<file path="src/rtl/tick_cascade_if.sv">
`default_nettype none
// ============================================================================
// Module   : tick_cascade_if
// Brief    : Control and tick bundle between a tick_cascade and its user.
// Revision : 1.0 - initial release
// ============================================================================
interface tick_cascade_if #(
  parameter int BASE_W     = 28,
  parameter int NUM_STAGES = 2,
  parameter int STAGE_W    = 8
);
  logic                          En;
  logic                          Clear;
  logic [BASE_W-1:0]             BaseDiv;
  logic [NUM_STAGES*STAGE_W-1:0] StageDiv;
  logic                          Tick;
  logic [NUM_STAGES-1:0]         StageTick;
  logic [BASE_W-1:0]             Phase;

  modport master (
    output En, Clear, BaseDiv, StageDiv,
    input  Tick, StageTick, Phase
  );

  modport slave (
    input  En, Clear, BaseDiv, StageDiv,
    output Tick, StageTick, Phase
  );
endinterface
`default_nettype wire

</file>
<file path="src/rtl/tick_cascade.sv">
`default_nettype none
// ============================================================================
// Module   : tick_cascade
// Brief    : Base divider followed by cascaded stage dividers; emits 1-cycle
//            tick enables in the CLK domain.
// Revision : 1.0 - initial release
// ============================================================================
module tick_cascade #(
  parameter int BASE_W     = 28,
  parameter int NUM_STAGES = 2,
  parameter int STAGE_W    = 8
) (
  input  wire logic     CLK,
  input  wire logic     Reset,
  tick_cascade_if.slave tc
);

  localparam logic [BASE_W-1:0]  c_base_one  = BASE_W'(1);
  localparam logic [STAGE_W-1:0] c_stage_one = STAGE_W'(1);

  logic [BASE_W-1:0]     r_base_cnt;
  logic [BASE_W-1:0]     w_base_div_eff;
  logic                  w_adv;
  logic [NUM_STAGES-1:0] w_stage_ge;
  logic [NUM_STAGES:0]   w_wrap;
  logic                  r_tick;
  logic [NUM_STAGES-1:0] r_stage_tick;

  assign w_adv          = tc.En & ~tc.Clear;
  assign w_base_div_eff = (tc.BaseDiv <= c_base_one) ? c_base_one : tc.BaseDiv;

  // Wrap chain: a stage wraps only when its input wraps and it is at its limit.
  always_comb begin
    w_wrap    = '0;
    w_wrap[0] = w_adv & (r_base_cnt >= (w_base_div_eff - c_base_one));
    for (int k = 0; k < NUM_STAGES; k++) begin
      w_wrap[k+1] = w_wrap[k] & w_stage_ge[k];
    end
  end

  always_ff @(posedge CLK or negedge Reset) begin
    if (!Reset) begin
      r_base_cnt <= '0;
    end else if (tc.Clear) begin
      r_base_cnt <= '0;
    end else if (tc.En) begin
      r_base_cnt <= w_wrap[0] ? '0 : r_base_cnt + c_base_one;
    end
  end

  generate
    for (genvar k = 0; k < NUM_STAGES; k++) begin : g_stage
      logic [STAGE_W-1:0] w_div;
      logic [STAGE_W-1:0] w_div_eff;
      logic [STAGE_W-1:0] r_cnt;

      assign w_div         = tc.StageDiv[k*STAGE_W +: STAGE_W];
      assign w_div_eff     = (w_div <= c_stage_one) ? c_stage_one : w_div;
      assign w_stage_ge[k] = (r_cnt >= (w_div_eff - c_stage_one));

      always_ff @(posedge CLK or negedge Reset) begin
        if (!Reset) begin
          r_cnt <= '0;
        end else if (tc.Clear) begin
          r_cnt <= '0;
        end else if (w_wrap[k]) begin
          r_cnt <= w_wrap[k+1] ? '0 : r_cnt + c_stage_one;
        end
      end
    end
  endgenerate

  always_ff @(posedge CLK or negedge Reset) begin
    if (!Reset) begin
      r_tick       <= 1'b0;
      r_stage_tick <= '0;
    end else begin
      r_tick       <= w_wrap[0];
      r_stage_tick <= w_wrap[NUM_STAGES:1];
    end
  end

  assign tc.Tick      = r_tick;
  assign tc.StageTick = r_stage_tick;
  assign tc.Phase     = r_base_cnt;

endmodule
`default_nettype wire

</file>
<file path="src/flat_wrapper.sv">
// flat-port wrapper written by rule: the top's interface ports become plain ports
module tick_cascade_flat 
#(
  parameter int BASE_W     = 28,
  parameter int NUM_STAGES = 2,
  parameter int STAGE_W    = 8
)
  (CLK, Reset, tc_En, tc_Clear, tc_BaseDiv, tc_StageDiv, tc_Tick, tc_StageTick, tc_Phase);
  tick_cascade_if #(.BASE_W(BASE_W), .NUM_STAGES(NUM_STAGES), .STAGE_W(STAGE_W)) tc_i ();
  input  wire logic CLK;
  input  wire logic Reset;
  input wire logic [$bits(tc_i.En)-1:0] tc_En;
  input wire logic [$bits(tc_i.Clear)-1:0] tc_Clear;
  input wire logic [$bits(tc_i.BaseDiv)-1:0] tc_BaseDiv;
  input wire logic [$bits(tc_i.StageDiv)-1:0] tc_StageDiv;
  output wire logic [$bits(tc_i.Tick)-1:0] tc_Tick;
  output wire logic [$bits(tc_i.StageTick)-1:0] tc_StageTick;
  output wire logic [$bits(tc_i.Phase)-1:0] tc_Phase;
  assign tc_i.En = tc_En;
  assign tc_i.Clear = tc_Clear;
  assign tc_i.BaseDiv = tc_BaseDiv;
  assign tc_i.StageDiv = tc_StageDiv;
  assign tc_Tick = tc_i.Tick;
  assign tc_StageTick = tc_i.StageTick;
  assign tc_Phase = tc_i.Phase;
  tick_cascade #(.BASE_W(BASE_W), .NUM_STAGES(NUM_STAGES), .STAGE_W(STAGE_W)) u_core (.CLK(CLK), .Reset(Reset), .tc(tc_i));
endmodule
</file>
<file path="config.mk">
export PLATFORM = sky130hd
export DESIGN_NAME = tick_cascade_flat
export DESIGN_NICKNAME = d
export VERILOG_FILES = /design/src/rtl/tick_cascade_if.sv /design/src/rtl/tick_cascade.sv /design/src/flat_wrapper.sv
export SDC_FILE = /design/constraint.sdc
export NUM_CORES = 1
export LEC_CHECK = 0
export BUFFER_PORTS_ARGS = -buffer_cell sky130_fd_sc_hd__buf_2
export CAP_MARGIN = 20
export CELL_PAD_IN_SITES_DETAIL_PLACEMENT = 0
export CELL_PAD_IN_SITES_GLOBAL_PLACEMENT = 1
export CORE_MARGIN = 5
export CORE_UTILIZATION = 35
export DETAILED_ROUTE_END_ITERATION = 7
export HOLD_SLACK_MARGIN = 0.06
export PLACE_DENSITY = 0.69
export SKIP_CTS_REPAIR_TIMING = 1
export SYNTH_ARGS = -nofsm -noshare
export SYNTH_HDL_FRONTEND = slang
export SYNTH_SLANG_ARGS = --single-unit
</file>
<file path="constraint.sdc">
create_clock -name CLK -period 3.4 [get_ports CLK]
set_clock_uncertainty 0.05 [all_clocks]
set_input_delay 0.34 -clock CLK [delete_from_list [all_inputs] [get_ports CLK]]
set_output_delay 0.34 -clock CLK [all_outputs]
set_load 0.005 [all_outputs]
</file>
## After elaboration in Yosys (flattened, before gate mapping)

Cells that the tools add are included.
W data, S select, Z words.

- Bits in registers: 47
- Latch bits: 0
- RAM bits: 0
- Bits in read-only memories: 0
- Word-level logic and storage cells: 37
- Memories kept: 0

- Add/sub/neg operators: 6
- $mul: 0
- Div/mod/pow operators: 0
- Magnitude comparators: 6
- Equality and inequality tests: 0
- Shifts and indexed selects: 0
- Muxes and demuxes: 12
- Bitwise operators: 5
- Reduce and logical (&&, ||, !) cells: 3

Operators with widths:

| operator | number |
|---|---|
| $mux W28 | 4 |
| $mux W8 | 8 |
| $add A28 B1 Y28 const B | 1 |
| $ge A28 B28 Y1 | 1 |
| $le A28 B1 Y1 const B | 1 |
| $sub A28 B1 Y28 const B | 1 |
| $add A8 B1 Y8 const B | 2 |
| $ge A8 B8 Y1 | 2 |
| $le A8 B1 Y1 const B | 2 |
| $sub A8 B1 Y8 const B | 2 |
| $reduce_bool A2 Y1 | 3 |
| $and A1 B1 Y1 | 4 |
| $not A1 Y1 | 1 |

## Longest topological paths before layout

- Depth after elaboration: 10
- Depth in mapped cells: 19

## Worst setup path before layout

Ideal clock, no wire load.

- Path kind: in2reg
- Start point: input tc_BaseDiv[5]
- End point: register u_core.g_stage[1].r_cnt[6]
- Setup time: 0.126 ns
- Arrival time: 4.642 ns
- Data required time: 3.224 ns
- Path slack: -1.418 ns
- Stages: 19
- Path buffers: 1
- Cell sequence: or3_4 -> or3_4 -> or4b_4 -> o21ba_2 -> ha_1 -> nand2_1 -> nor3_1 -> nand3_1 -> nor3_1 -> xnor2_1 -> ha_1 -> a41oi_1 -> o21ai_0 -> a221oi_1 -> o311ai_0 -> o21ai_0 -> clkbuf_1 -> nor4_1 -> a221o_1

- Word-level cells in the longest chain between the ends: 10

Ends and longest elaborated chain:

| element | line | text |
|---|---|---|
| start, declared | flat_wrapper.sv:14 | `input wire logic [$bits(tc_i.BaseDiv)-1:0] tc_BaseDiv;` |
| $le A28 B1 Y1 | tick_cascade.sv:30 | `assign w_base_div_eff = (tc.BaseDiv <= c_base_one) ? c_base_one : tc.BaseDiv;` |
| $mux W28 (*) | tick_cascade.sv:30 |  |
| $sub A28 B1 Y28 (*) | tick_cascade.sv:35 | `w_wrap[0] = w_adv & (r_base_cnt >= (w_base_div_eff - c_base_one));` |
| $ge A28 B28 Y1 (*) | tick_cascade.sv:35 |  |
| $and A1 B1 Y1 (*) | tick_cascade.sv:35 |  |
| $and A1 B1 Y1 (*) | tick_cascade.sv:37 | `w_wrap[k+1] = w_wrap[k] & w_stage_ge[k];` |
| $and A1 B1 Y1 | tick_cascade.sv:37 |  |
| $mux W8 | tick_cascade.sv:67 | `r_cnt <= w_wrap[k+1] ? '0 : r_cnt + c_stage_one;` |
| $mux W8 | tick_cascade.sv:66 | `end else if (w_wrap[k]) begin` |
| $mux W8 | tick_cascade.sv:64 | `end else if (tc.Clear) begin` |
| end signal, assigned | tick_cascade.sv:67 |  |
| end, declared | tick_cascade.sv:55 | `logic [STAGE_W-1:0] r_cnt;` |

Every way passes the cells marked *; elsewhere a longest branch is shown, timed or not. The select of a mux whose other input is x is not followed.
A chain may end at the register's enable or synchronous reset.

## Worst setup path in the final report

- Start point: input tc_BaseDiv[5]
- End point: register u_core.g_stage[1].r_cnt[7]

Same word-level chain as after synthesis.

==> impl_metrics.tcl <==
set metrics [dict create \
    status "finished with violations" \
    violations "setup timing" \
    ys.warnings.count 0 \
    grt_max_degree 28 \
    yosysSeqAreaShare 0.293 \
    grt_pass1_wl_mm 17.0 \
    globalRouteOverflowTotal 0 \
    reg2reg_to "u_core.g_stage[1].r_cnt[7]" \
    multi_input_area_um2 2950 \
    rr_worst_depth 8 \
    synth_top_family_by_area "simple AND/OR/NAND/NOR gates" \
    drv_cap 0 \
    synth.avg_cell_area_um2 8.73 \
    drt_iter0_markers 154 \
    syn_nets 558 \
    ys.flop_type "dfrtp_1" \
    power_uw 1380 \
    ios 79 \
    muxShareOfSynthArea 0.00280 \
    stdcell_area_um2 5610 \
    final_cell_mix "buf_2, buf_4, nor2_1" \
    rsz0062_at_grt "true" \
    fin_ws_ns -0.899 \
    crit_top_cell "buf_4" \
    clock_sinks 47 \
    cp.required_ns 3.52 \
    antenna_found_initial 0 \
    max_slew_margin 0.596 \
    grt_pass1_vias 3690 \
    netSwitchingFraction 0.241 \
    postPlaceCellArea_um2 5220 \
    synth_seq_cells 47 \
    cts_buffers 5 \
    cellLeakagePower_uw 0.00272 \
    worstSetupPathType "in -> reg" \
    setup_viol 47 \
    crit_path_end_kind "flip-flop" \
    reg2reg_slack_ns 0.69 \
    hold_viol 0 \
    crit_slowest_cell "or4b_4" \
    cts_tree "yes" \
    p_seq_frac 0.410 \
    cts_max_level 2 \
    dp_cells 749 \
    async_flop_share 1.00 \
    nNetsFinal 719 \
    combPwrFrac 0.172 \
    cp-start-kind "input pin" \
    die-area_um2 13700 \
    num_rows 39 \
    crit_start "tc_BaseDiv[5]" \
    r2r-start "u_core.tc.Phase[8]" \
    synth_area_um2 4020 \
    min_period_over_period 1.26 \
    syn_inst 460 \
    path_cells "buf_6, or3_4, or3_4, or4b_4, o21ba_4, ha_4, nand2_4, buf_4, nor2_1, xnor2_1, ha_1, nand4_1, buf_4, a211o_1, a211oi_1, a211oi_4, buf_4, a221o_1" \
    maxSlewViolCount 0 \
    start_util 0.355 \
    area_growth_pct 39.7 \
    final_common_cell "buf_2" \
    p_clk_frac 0.418 \
    die_w_um 117 \
    path_max_fanout 7 \
    core_area_um2 11300 \
    ant_nets 0 \
    antenna_cells 0 \
    cp-endpoint "u_core.g_stage[1].r_cnt[7]" \
    final-seq-area_um2 1180 \
    synth-xor-area-share 0.122 \
    slowest_delay_ns 0.52 \
    synth_cell_type_count 50 \
    drive_gt1_frac 0.334 \
    post-route-min-period_ns 4.30 \
    hold_class "in -> async" \
    clk_latency_ns 0.29 \
    portBuffers 78 \
    synth_edf_count 0 \
    p_per_area_nw_per_um2 246 \
    fmax_mhz 233 \
    post_drt_wl_per_cell_um 13.7 \
    max-clock-path-buffers 2 \
    clk_pin_slew_ns 0.07 \
    die_h_um 117 \
    synth_fa_ha_area_frac 0.156 \
    finalNonFillerCells 765 \
    ir_worst_vdd_mv 0.170 \
    cts-root-buf "clkbuf_16" \
    fillers 1096 \
    p_int_uw 1050 \
    grt.total_usage 0.152 \
    hpwlAfterDp_mm 8.40 \
    crit_arrival_ns 4.42 \
    tightest_slew_ns 0.606 \
    firstDrtPassIters 4 \
    drc 0 \
    drt-vias-per-instance 5.14 \
    routed_wl_mm 10.5 \
    switchingPower_uw 332 \
    dp_slack_ns -1.24 \
    synth_simple_gate_area_share 0.259 \
    vias 3929 \
    place.gp.congestion 0.801 \
    synth_compound_area_frac 0.143 \
]
[logic make-up after synthesis]
family,count (synthesis)
muxes,1
DFF,47
xor gates and xnor gates,56
adders and majority gates,50
and+or+nand+nor,196
AOI/OAI and AO/OA,85
buffers and inverters,25
[flip-flops by register name, indices dropped and copies added (netlist names)]
name	flops
u_core.tc.Phase	28
u_core.g_stage.r_cnt	16
u_core.tc.StageTick	2
u_core.tc.Tick	1
[per-stage QoR]
step / utilization / hold slack (ns) / setup TNS [ns]
detailed placement: 0.461 / 0.342 / -48.60
global placement: 0.461 / 0.325 / -47.97
finish: 0.495 / 0.00368 / -33.36
CTS: 0.476 / 0.0273 / -34.63
global route: 0.495 / 0.0648 / -41.75
floorplan: - / -0.00559 / -37.89
[Yosys cell counts, drive strengths merged, types with 2 or more instances]
cell | number | share of area
nand4b | 2 | 0.0044
nor4 | 14 | 0.025
and3 | 4 | 0.0062
a21o | 8 | 0.015
or4 | 4 | 0.0075
clkbuf | 5 | 0.0047
nor2b | 3 | 0.0047
nand3 | 17 | 0.022
a22o | 2 | 0.0044
nand2 | 33 | 0.031
ha | 50 | 0.16
or2 | 2 | 0.0031
o31ai | 2 | 0.0037
nor3 | 16 | 0.020
a31o | 2 | 0.0044
nor2 | 52 | 0.049
a211oi | 5 | 0.0093
a21oi | 18 | 0.022
dfrtp | 47 | 0.29
xnor2 | 34 | 0.074
and2 | 7 | 0.011
a221oi | 2 | 0.0044
a31oi | 2 | 0.0031
xor2 | 22 | 0.048
nand4 | 17 | 0.026
o211ai | 4 | 0.0075
and4 | 4 | 0.0087
a221o | 4 | 0.010
o21ai | 19 | 0.024
o2111ai | 3 | 0.0065
a21boi | 6 | 0.011
or3 | 12 | 0.021
nor3b | 2 | 0.0065
inv | 19 | 0.018
nand2b | 6 | 0.0093
[final cells by class]
cell class | instances | area share
Timing Repair Buffer | 160 | 0.189
Inverter | 19 | 0.0127
Sequential cell | 47 | 0.210
Tap cell | 143 | 0.0319
Multi-Input combinational cell | 388 | 0.526
Clock inverter | 2 | 0.00625
Clock buffer | 6 | 0.0248
[routing by layer]
metal / vias to the layer above / wire (µm) / global-route usage
li1: 2014 / - / -
met1: 1858 / 5090 / 0.207
met2: 53 / 4940 / 0.255
met3: 4 / 414 / 0.0283
met4: 0 / 34 / 0.0245
met5: - / 0 / 0
[power by group through the flow]
stage	clock network [µW]	logic [µW]	registers [µW]
finish	577	237	565
global route	615	267	565
global placement	0	217	575
CTS	593	225	565
detailed placement	0	224	575
floorplan	0	98.1	575
[worst min-delay path by stage]
| stage | startpoint | endpoint | slack (ns) |
|---|---|---|---|
| final | Reset | u_core.tc.Phase[27] | 0.004 |
| after global routing | Reset | u_core.tc.Phase[27] | 0.06 |
| after CTS | Reset | u_core.tc.Phase[25] | 0.03 |
| after detailed placement | Reset | u_core.tc.Phase[25] | 0.34 |
| after global placement | Reset | u_core.tc.Phase[25] | 0.32 |
| after floorplan | Reset | u_core.g_stage[0].r_cnt[0] | -0.006 |
[critical path: cells and delay by family]
kind                       cells  cell delay, ns
AOI/OAI and AO/OA              5            1.39
xor gates and xnor gates       1            0.12
adders and majority gates      2            0.48
buffers and inverters          4            0.57
and+or+nand+nor                6            1.50
(Power assumes the default switching activity.)
